==> src/rtl/multicycle_control_unit.sv <==
// multicycle_control_unit
//   FSM sequencer for a multi-cycle RV32I core. Each instruction walks
//   FETCH -> DECODE -> EXEC -> (MEM) -> (WB), with a TRAP state for illegal
//   opcodes, ECALL/EBREAK and memory handshake timeouts.
//
// Parameters
//   MEM_TIMEOUT : wait cycles allowed for imem_ready/dmem_ready (1..255)
//   CUSTOM_EN   : 1 = custom-0 opcode runs as an I-type ALU op with custom_strobe
//   SYSTEM_EN   : 1 = SYSTEM opcode raises an environment trap, 0 = illegal
//
// Ports
//   clk, rst_n              : clock (rising edge), async active-low reset
//   op, op_lo               : instr[6:2] and instr[1:0], sampled in DECODE
//   imem_ready, dmem_ready  : memory handshake completions
//   trap_ack                : trap serviced, resume fetching
//   imem_req .. alu_op      : datapath strobes and mux selects
//   reg_write               : register file write (WB only)
//   custom_strobe           : custom-op execute pulse
//   trap, trap_cause        : trap pending and its cause
//   state_o                 : current state for debug
module multicycle_control_unit #(
    parameter int MEM_TIMEOUT = 15,
    parameter int CUSTOM_EN   = 0,
    parameter int SYSTEM_EN   = 1
) (
    input  logic       clk,
    input  logic       rst_n,
    input  logic [4:0] op,
    input  logic [1:0] op_lo,
    input  logic       imem_ready,
    input  logic       dmem_ready,
    input  logic       trap_ack,
    output logic       imem_req,
    output logic       dmem_req,
    output logic       ir_write,
    output logic       pc_write,
    output logic       pc_write_cond,
    output logic [1:0] pc_src,
    output logic       mem_read,
    output logic       mem_write,
    output logic [1:0] mem_to_reg,
    output logic [1:0] alu_src_a,
    output logic [1:0] alu_src_b,
    output logic [1:0] alu_op,
    output logic       reg_write,
    output logic       custom_strobe,
    output logic       trap,
    output logic [1:0] trap_cause,
    output logic [2:0] state_o
);

    typedef enum logic [2:0] {
        ST_FETCH  = 3'd0,
        ST_DECODE = 3'd1,
        ST_EXEC   = 3'd2,
        ST_MEM    = 3'd3,
        ST_WB     = 3'd4,
        ST_TRAP   = 3'd5
    } state_t;

    localparam logic [4:0] OP_LOAD    = 5'b00000;
    localparam logic [4:0] OP_STORE   = 5'b01000;
    localparam logic [4:0] OP_BRANCH  = 5'b11000;
    localparam logic [4:0] OP_JALR    = 5'b11001;
    localparam logic [4:0] OP_JAL     = 5'b11011;
    localparam logic [4:0] OP_ARITH_I = 5'b00100;
    localparam logic [4:0] OP_ARITH_R = 5'b01100;
    localparam logic [4:0] OP_AUIPC   = 5'b00101;
    localparam logic [4:0] OP_LUI     = 5'b01101;
    localparam logic [4:0] OP_SYSTEM  = 5'b11100;
    localparam logic [4:0] OP_CUSTOM0 = 5'b00010;

    localparam logic [1:0] CAUSE_ILLEGAL = 2'b00;
    localparam logic [1:0] CAUSE_ENV     = 2'b01;
    localparam logic [1:0] CAUSE_IMEM    = 2'b10;
    localparam logic [1:0] CAUSE_DMEM    = 2'b11;

    // The counter holds the number of cycles already waited, so the last
    // permitted wait cycle is the one where it equals MEM_TIMEOUT-1; a ready
    // in that cycle still wins over the timeout.
    localparam logic [7:0] TIMEOUT_LAST = 8'(MEM_TIMEOUT - 1);

    state_t     state_r;
    state_t     state_nxt_s;
    logic [4:0] op_r;
    logic [7:0] wait_cnt_r;
    logic [1:0] cause_r;
    logic [1:0] cause_nxt_s;

    logic       imem_req_s;
    logic       dmem_req_s;
    logic       ir_write_s;
    logic       pc_write_s;
    logic       pc_write_cond_s;
    logic [1:0] pc_src_s;
    logic       mem_read_s;
    logic       mem_write_s;
    logic [1:0] mem_to_reg_s;
    logic [1:0] alu_src_a_s;
    logic [1:0] alu_src_b_s;
    logic [1:0] alu_op_s;
    logic       reg_write_s;
    logic       custom_strobe_s;
    logic       trap_s;
    logic [1:0] trap_cause_s;

    // Opcode legality: listed opcodes, optional custom-0 and SYSTEM, and the
    // 32-bit encoding marker in instr[1:0].
    function automatic logic op_legal(input logic [4:0] opc, input logic [1:0] lo);
        logic known;
        case (opc)
            OP_LOAD, OP_STORE, OP_BRANCH, OP_JALR, OP_JAL,
            OP_ARITH_I, OP_ARITH_R, OP_AUIPC, OP_LUI: known = 1'b1;
            OP_CUSTOM0: known = (CUSTOM_EN != 0);
            OP_SYSTEM:  known = (SYSTEM_EN != 0);
            default:    known = 1'b0;
        endcase
        return known && (lo == 2'b11);
    endfunction

    // Next-state and trap-cause selection.
    always_comb begin
        state_nxt_s = state_r;
        cause_nxt_s = cause_r;
        case (state_r)
            ST_FETCH: begin
                if (imem_ready) begin
                    state_nxt_s = ST_DECODE;
                end else if (wait_cnt_r == TIMEOUT_LAST) begin
                    state_nxt_s = ST_TRAP;
                    cause_nxt_s = CAUSE_IMEM;
                end else begin
                    state_nxt_s = ST_FETCH;
                end
            end
            ST_DECODE: begin
                if (!op_legal(op, op_lo)) begin
                    state_nxt_s = ST_TRAP;
                    cause_nxt_s = CAUSE_ILLEGAL;
                end else if (op == OP_SYSTEM) begin
                    state_nxt_s = ST_TRAP;
                    cause_nxt_s = CAUSE_ENV;
                end else begin
                    state_nxt_s = ST_EXEC;
                end
            end
            ST_EXEC: begin
                case (op_r)
                    OP_LOAD, OP_STORE: state_nxt_s = ST_MEM;
                    OP_BRANCH:         state_nxt_s = ST_FETCH;
                    default:           state_nxt_s = ST_WB;
                endcase
            end
            ST_MEM: begin
                if (dmem_ready) begin
                    state_nxt_s = (op_r == OP_LOAD) ? ST_WB : ST_FETCH;
                end else if (wait_cnt_r == TIMEOUT_LAST) begin
                    state_nxt_s = ST_TRAP;
                    cause_nxt_s = CAUSE_DMEM;
                end else begin
                    state_nxt_s = ST_MEM;
                end
            end
            ST_WB: begin
                state_nxt_s = ST_FETCH;
            end
            ST_TRAP: begin
                if (trap_ack) begin
                    state_nxt_s = ST_FETCH;
                end else begin
                    state_nxt_s = ST_TRAP;
                end
            end
            default: begin
                state_nxt_s = ST_FETCH;
            end
        endcase
    end

    // State, latched opcode, trap cause and handshake wait counter.
    always_ff @(posedge clk or negedge rst_n) begin
        if (!rst_n) begin
            state_r    <= ST_FETCH;
            op_r       <= 5'd0;
            wait_cnt_r <= 8'd0;
            cause_r    <= 2'b00;
        end else begin
            state_r <= state_nxt_s;
            cause_r <= cause_nxt_s;
            if (state_r == ST_DECODE) begin
                op_r <= op;
            end else begin
                op_r <= op_r;
            end
            // Any state change (which includes every ready) restarts the count.
            if (state_nxt_s != state_r) begin
                wait_cnt_r <= 8'd0;
            end else if ((state_r == ST_FETCH) || (state_r == ST_MEM)) begin
                wait_cnt_r <= wait_cnt_r + 8'd1;
            end else begin
                wait_cnt_r <= 8'd0;
            end
        end
    end

    // Moore output decode from state and latched opcode; forced low in reset
    // so an asynchronous reset silences every strobe immediately.
    always_comb begin
        imem_req_s      = 1'b0;
        dmem_req_s      = 1'b0;
        ir_write_s      = 1'b0;
        pc_write_s      = 1'b0;
        pc_write_cond_s = 1'b0;
        pc_src_s        = 2'b00;
        mem_read_s      = 1'b0;
        mem_write_s     = 1'b0;
        mem_to_reg_s    = 2'b00;
        alu_src_a_s     = 2'b00;
        alu_src_b_s     = 2'b00;
        alu_op_s        = 2'b00;
        reg_write_s     = 1'b0;
        custom_strobe_s = 1'b0;
        trap_s          = 1'b0;
        trap_cause_s    = 2'b00;
        if (rst_n) begin
            case (state_r)
                ST_FETCH: begin
                    imem_req_s = 1'b1;
                    // PC <= PC + 4 computed on the ALU as the word arrives.
                    if (imem_ready) begin
                        ir_write_s  = 1'b1;
                        pc_write_s  = 1'b1;
                        pc_src_s    = 2'b00;
                        alu_src_a_s = 2'b01;
                        alu_src_b_s = 2'b10;
                    end else begin
                        ir_write_s = 1'b0;
                    end
                end
                ST_DECODE: begin
                    // Branch target precompute: pc + imm.
                    alu_src_a_s = 2'b01;
                    alu_src_b_s = 2'b01;
                    alu_op_s    = 2'b00;
                end
                ST_EXEC: begin
                    case (op_r)
                        OP_LOAD, OP_STORE: begin
                            alu_src_b_s = 2'b01;
                            alu_op_s    = 2'b00;
                        end
                        OP_ARITH_R: begin
                            alu_op_s = 2'b10;
                        end
                        OP_ARITH_I, OP_CUSTOM0: begin
                            alu_src_b_s     = 2'b01;
                            alu_op_s        = 2'b11;
                            custom_strobe_s = (op_r == OP_CUSTOM0);
                        end
                        OP_BRANCH: begin
                            alu_op_s        = 2'b01;
                            pc_write_cond_s = 1'b1;
                            pc_src_s        = 2'b01;
                        end
                        OP_JAL: begin
                            pc_write_s = 1'b1;
                            pc_src_s   = 2'b01;
                        end
                        OP_JALR: begin
                            alu_src_b_s = 2'b01;
                            pc_write_s  = 1'b1;
                            pc_src_s    = 2'b10;
                        end
                        OP_LUI: begin
                            alu_src_a_s = 2'b10;
                            alu_src_b_s = 2'b01;
                        end
                        OP_AUIPC: begin
                            alu_src_a_s = 2'b01;
                            alu_src_b_s = 2'b01;
                        end
                        default: begin
                            alu_op_s = 2'b00;
                        end
                    endcase
                end
                ST_MEM: begin
                    dmem_req_s  = 1'b1;
                    mem_read_s  = (op_r == OP_LOAD);
                    mem_write_s = (op_r == OP_STORE);
                end
                ST_WB: begin
                    reg_write_s = 1'b1;
                    case (op_r)
                        OP_LOAD:         mem_to_reg_s = 2'b01;
                        OP_JAL, OP_JALR: mem_to_reg_s = 2'b10;
                        default:         mem_to_reg_s = 2'b00;
                    endcase
                end
                ST_TRAP: begin
                    trap_s       = 1'b1;
                    trap_cause_s = cause_r;
                end
                default: begin
                    trap_s = 1'b0;
                end
            endcase
        end else begin
            // Held in reset: every output keeps its zero default.
            trap_s = 1'b0;
        end
    end

    assign imem_req      = imem_req_s;
    assign dmem_req      = dmem_req_s;
    assign ir_write      = ir_write_s;
    assign pc_write      = pc_write_s;
    assign pc_write_cond = pc_write_cond_s;
    assign pc_src        = pc_src_s;
    assign mem_read      = mem_read_s;
    assign mem_write     = mem_write_s;
    assign mem_to_reg    = mem_to_reg_s;
    assign alu_src_a     = alu_src_a_s;
    assign alu_src_b     = alu_src_b_s;
    assign alu_op        = alu_op_s;
    assign reg_write     = reg_write_s;
    assign custom_strobe = custom_strobe_s;
    assign trap          = trap_s;
    assign trap_cause    = trap_cause_s;
    assign state_o       = state_r;

endmodule

==> config.mk <==
export PLATFORM = sky130hd
export DESIGN_NAME = multicycle_control_unit
export DESIGN_NICKNAME = d
export VERILOG_FILES = /design/src/rtl/multicycle_control_unit.sv
export SDC_FILE = /design/constraint.sdc
export NUM_CORES = 1
export LEC_CHECK = 0
export BUFFER_PORTS_ARGS = -buffer_cell sky130_fd_sc_hd__buf_2
export CAP_MARGIN = 30
export CORE_ASPECT_RATIO = 0.9
export CORE_MARGIN = 2
export CORE_UTILIZATION = 54
export CTS_BUF_LIST = sky130_fd_sc_hd__clkbuf_2
export DETAILED_ROUTE_END_ITERATION = 7
export HOLD_SLACK_MARGIN = 0.05
export PLACE_DENSITY = 0.82
export SETUP_SLACK_MARGIN = 0.15
export SLEW_MARGIN = 20
export SYNTH_ARGS = -nofsm -noshare
export SYNTH_HDL_FRONTEND = slang
export SYNTH_SLANG_ARGS = --single-unit
export TNS_END_PERCENT = 50
==> constraint.sdc <==
create_clock -name clk -period 2 [get_ports clk]
set_clock_uncertainty 0.05 [all_clocks]
set_input_delay 0.1 -clock clk [delete_from_list [all_inputs] [get_ports clk]]
set_output_delay 0.1 -clock clk [all_outputs]
set_load 0.02 [all_outputs]
Yosys cells after proc, flatten, opt, wreduce, memory -nomap -nowiden
Memory sizes are Yosys's and may differ from the RTL's.
Cells that the tools add are included.
{"block": "totals", "romBits": 32, "reg_bits": 18, "inputBits": 12, "out_inout_bits": 25, "n_memories": 1, "word_cells": 103}
{"block": "op_classes", "mux": 63, "eq_ne": 23, "addsub": 1, "n_reduce_logical": 11}
{"name": "(no name shown)", "words": 32, "word_bits": 1, "rd": 1, "rd_ports_with_merged_regs": 0, "wr": 0, "line": "111", "source": "case (opc)"}
{"op": "2-bit 2-to-1 mux", "n": 17}
{"op": "1-bit 2-to-1 mux", "n": 26}
{"op": "3-bit 2-to-1 mux", "n": 8}
{"op": "2-bit one-hot mux with 3 select lines", "n": 4}
{"op": "5-bit == test (second input constant)", "n": 4}
{"op": "8-bit 2-to-1 mux", "n": 2}
{"op": "5-bit by 4-bit == test with 1-bit output (second input constant)", "n": 3}
{"op": "3-bit one-hot mux with 5 select lines", "n": 1}
{"op": "2-bit one-hot mux with 2 select lines", "n": 3}
{"op": "5-bit by 3-bit == test with 1-bit output (second input constant)", "n": 2}
{"op": "8-bit by 1-bit adder with 8-bit output (second input constant)", "n": 1}
{"op": "8-bit by 4-bit == test with 1-bit output (second input constant)", "n": 1}
{"op": "2-bit != test (second input constant)", "n": 4}
{"op": "2-bit OR reduction", "n": 4}
{"op": "7-bit OR reduction", "n": 1}
{"op": "3-bit by 2-bit == test with 1-bit output (second input constant)", "n": 2}
{"op": "3-bit == test (second input constant)", "n": 2}
{"op": "3-bit one-hot mux with 2 select lines", "n": 1}
{"op": "6-bit AND reduction", "n": 1}
{"op": "5-bit by 2-bit == test with 1-bit output (second input constant)", "n": 1}
{"op": "5-bit zero test", "n": 1}
{"op": "3-bit by 1-bit == test with 1-bit output (second input constant)", "n": 1}
{"op": "3-bit zero test", "n": 1}
{"op": "3-bit != test", "n": 1}
{"op": "6 further kinds", "n": 6}

Logic depth before layout (Yosys ltp)
{"block": "depth", "depth_word": 7, "mapped_depth": 7, "ltp_nobuf": 7}

Worst setup path before layout
OpenSTA, ideal clock, no wires.
{"block": "synth_timing", "path_type": "reg-to-output", "from": "register state_r[2], in the netlist state_o[2]", "to": "output port pc_write", "setup_slack_ns": -0.032, "required_time_ns": 1.850, "stages_incl_launch_ff": 5, "n_path_buf": 1, "t_arrival_ns": 1.882, "cell_sequence": "dfrtp_1 > nand2b_1 > clkbuf_1 > nor4_1 > a31o_2"}
{"block": "synth_via", "elab_chain_cells": 3, "elab_cells_between_ends": 4, "cone_classes": "eq/ne: 1; mux: 2; reduce/logical: 1"}
{"item": "from (decl)", "line": "83", "source": "state_t state_r;"}
{"item": "from (signal assigned)", "line": "188", "source": "state_r <= state_nxt_s;"}
{"item": "3-bit by 2-bit == test with 1-bit output / 3-bit zero test (equally long branches)", "line": "226", "source": "case (state_r)"}
{"item": "1-bit one-hot mux with 2 select lines (*)", "line": "226"}
{"item": "1-bit 2-to-1 mux (*)", "line": "225", "source": "if (rst_n) begin"}
{"item": "to (decl)", "line": "36", "source": "output logic pc_write,"}
Every way passes the cells marked *; elsewhere a longest branch is shown, timed or not.

Worst setup path after layout
{"block": "layout_timing", "from": "register op_r[4]", "to": "output port alu_src_b[0]"}
{"block": "layout_via", "elab_chain_cells": 5, "elab_cells_between_ends": 11, "cone_classes": "eq/ne: 6; mux: 3; reduce/logical: 2"}
{"item": "from (decl)", "line": "85", "source": "logic [4:0] op_r;"}
{"item": "from (signal assigned)", "line": "191", "source": "op_r <= op;"}
{"item": "from (signal assigned)", "line": "193", "source": "op_r <= op_r;"}
{"item": "5-bit by 2-bit == test with 1-bit output, or another cell as far along", "line": "247", "source": "case (op_r)"}
{"item": "7-bit OR reduction (no line) (*)"}
{"item": "1-bit 2-to-1 mux (*)", "line": "247"}
{"item": "2-bit one-hot mux with 3 select lines (*)", "line": "226"}
{"item": "2-bit 2-to-1 mux (*)", "line": "225"}
{"item": "to (decl)", "line": "43", "source": "output logic [1:0] alu_src_b,"}
Marked as above.

==> run metrics <==
status finished, violations left; violated checks setup timing; P per Cell Area between 1000 and 1500 nW/um2; Crit Path Class reg -> out; asr flop ratio synth 100%; clock latency on the worst-skew pair between 0.3 and 0.4 ns; Critical Path Slowest Stage Cell dfrtp_1; Avg WL per Cell around 17 um; sequential area share after synthesis 32.7%; Mapped Area around 1400 um2; met3 Track Usage GR under 10%; Worst-Margin Slew between 0.5 and 0.6 ns; slowest stage delay, CP between 0.4 and 0.5 ns; Worst Hold Class in -> reg; GR peak layer met2; core area ~2400 um2; CP Max Fanout 6; ANT cells 0; Total Wirelength a little over 4000 um; commonest non-fill, non-tap cell in the layout buf_2; Reg area approximately 450 um2; antenna violations before repair 0; largest family of logic cells by synthesized area simple AND/OR/NAND/NOR gates; Cells after Synth around 160; chip width about 57 um; dpl hpwl between 2000 and 3000 um; final worst slack -0.00931 ns; Longest Clk Path Bufs 2; Slew Limit Fails 0; post-route cell area between 1500 and 2000 um2; Mean Syn Cell Area ~8.5 um2; clk sinks 18; Port Buf Inserts 36; starting DRC count in detailed routing 68; # fillers roughly 160; Ports 37; RSZ-0062 raised after global routing yes; Die Height about 52 um; Synth Area in Compound Gates ~16%; share of the synthesized area in the top cell type between 30 and 40%; share of layout cells above drive strength 1 roughly 44%; clk slew on worst S/H paths approximately 0.18 ns; num rows 17; post-layout min period approximately 2 ns; post-synthesis mux area share 4.81%; Multi-input gate area about 930 um2; die area approximately 3000 um2; Max VDD drop 1100 uV; xor/xnor share of the synthesized area about 4.5%; CTS tree done; Finished Layout Cells 250; Syn-to-layout area delta 38.5%; Synth warnings 0; most frequent cells in the layout 33 x buf_2, 23 x nor2_1, 22 x buf_4; Nets roughly 240; ANT nets after route 0; Mapped Nets ~180; Root Driver clkbuf_2; slew margin rel. ~63%; post-detailed-route DRC marker count 0; Yosys cell types 46; Initial Util between 50% and 60%; Critical Path AT about 1.9 ns; GR Util met1 ~33%; Pre-Repair DR Iteration Count 4; Setup Viol. Count Final 1; critical-path cell list buf_6 > nand2b_4 > nand2_2 > o22ai_2 > or3_1 > a31oi_1 > buf_2; GRT Residual Overflow 0; H-Tree Depth 1; CTS Buf Count 3; Lkg Pwr 0.899 nW; DR vias ~1.5k; cell accounting for the most synthesized area dfrtp_1; Primary FF master, synth dfrtp_1; Final Hold Viols 0; DP Cell Count between 200 and 250; largest net degree at the start of global routing 19; Post-synth EDFFs 0; Max Freq 0.498 GHz; Max-Cap Viols 0; routability congestion estimate between 0.8 and 0.9; met2 Usage GRT between 40% and 50%; first-pass GRT wire length roughly 6300 um; Crit. End Element primary output; Buf+Inv Stages, Crit Path 2; Synth area leaders dfrtp_1 33%, nor2_1 6.8%, mux2_2 4.1%, clkbuf_8 4.0%, a21oi_1 3.3%; placed cell area between 1500 and 2000 um2; Tcrit/Tclk final 100%; vias in the first global route 1383; family with the most delay on the worst path simple AND/OR/NAND/NOR gates; Critical Path RT about 1.9 ns; Total Routing Usage GR approximately 27%; Synth Area in Simple Gates 32.2%; FF+latch count, synth 18; vias per inst approximately 6.0; CP startpoint kind flip-flop; Synth Area in Adders about 1.8%
[registers in the layout (all words and copies together), names as in the netlist]
signal,cells
cause_r,2
wait_cnt_r,8
state_o,3
op_r,5
[per-layer routing]
| metal | vias to the layer above | share of wire [%] |
|---|---|---|
| li1 | 697 | - |
| met1 | 722 | 40 |
| met2 | 64 | 52 |
| met3 | 8 | 6.5 |
| met4 | 0 | 1.2 |
| met5 | - | 0 |
[Yosys cell counts (all sizes together) (3+ instances only)]
master / instances
nand2: 12
dfrtp: 18
o21bai: 3
nand2b: 6
and3: 4
nor2: 26
nor3: 6
a21oi: 9
nor4: 7
nor2b: 3
mux2: 5
inv: 5
nand3: 5
o21ai: 5
xor2: 4
xnor2: 3
clkbuf: 7
or4: 3
buf: 4
[power by group]
part / switching (mW) / total, mW / internal, mW
Clock: 0.119 / 0.162 / 0.0434
Combinational: 0.818 / 1.52 / 0.697
Sequential: 0.100 / 0.563 / 0.463
Total: 1.04 / 2.24 / 1.20
[tightest hold or removal path, delay by kind of cell]
| kind | cells | cell delay (ns) |
|---|---|---|
| AO/OA/AOI/OAI | 2 | 0.23 |
| buffers and inverters | 1 | 0.09 |
| AND/OR/NAND/NOR | 1 | 0.07 |
[path summary, 6_finish.rpt]
kind | start | to | slack (ns) | cells past startpoint
max | op_r[4] | alu_src_b[0] | -0.009 | 7
min | op_lo[1] | cause_r[1] | 0.16 | 4
max reg2reg | op_r[2] | wait_cnt_r[4] | 0.07 | 6
min reg2reg | wait_cnt_r[0] | wait_cnt_r[0] | 0.46 | 1
max in group asynchronous | rst_n | state_o[2] | 1.19 | 3
min in group asynchronous | rst_n | op_r[0] | 0.21 | 2
[kinds of logic (layout without fill, tap and decap cells)]
family / after synthesis / count (layout)
DFF: 18 / 18
and+or+nand+nor: 81 / 81
muxes: 6 / 6
adders and majority gates: 2 / 2
xor gates and xnor gates: 7 / 7
AOI/OAI and AO/OA: 32 / 32
buffers and inverters: 16 / 76
[cell type report]
cell class | instances | share of cell area, %
timing repair buffer | 67 | 23.9
clock inverter | 1 | 0.197
tap | 28 | 1.84
multi-input combinational | 128 | 48.5
sequential | 18 | 23.7
inverter | 5 | 0.984
clock buffer | 3 | 0.787
[metrics by stage]
step	total power, mW	hold WS, ns	setup slack [ns]	util (%)	TNS, ns
after CTS	1.91	0.0504	0.0393	71.4	0
final	2.24	0.156	-0.00931	78.0	-0.00931
after floorplan	1.36	-0.246	0.0720	-	0
after global placement	1.54	-0.0970	0.221	64.5	0
after global routing	2.36	0.186	-0.0763	78.0	-0.150
after detailed placement	1.60	-0.0950	0.156	64.5	0
[repair_timing]
action                                 CTS  global route
endpoints found under the hold margin   23             1
pin swaps                                2             7
resized for setup                       12            21
setup endpoints to repair               11            25
setup buffers                            5             9
cloned                                   0             0
hold buffers                             6             1
(Power assumes the default switching activity.)
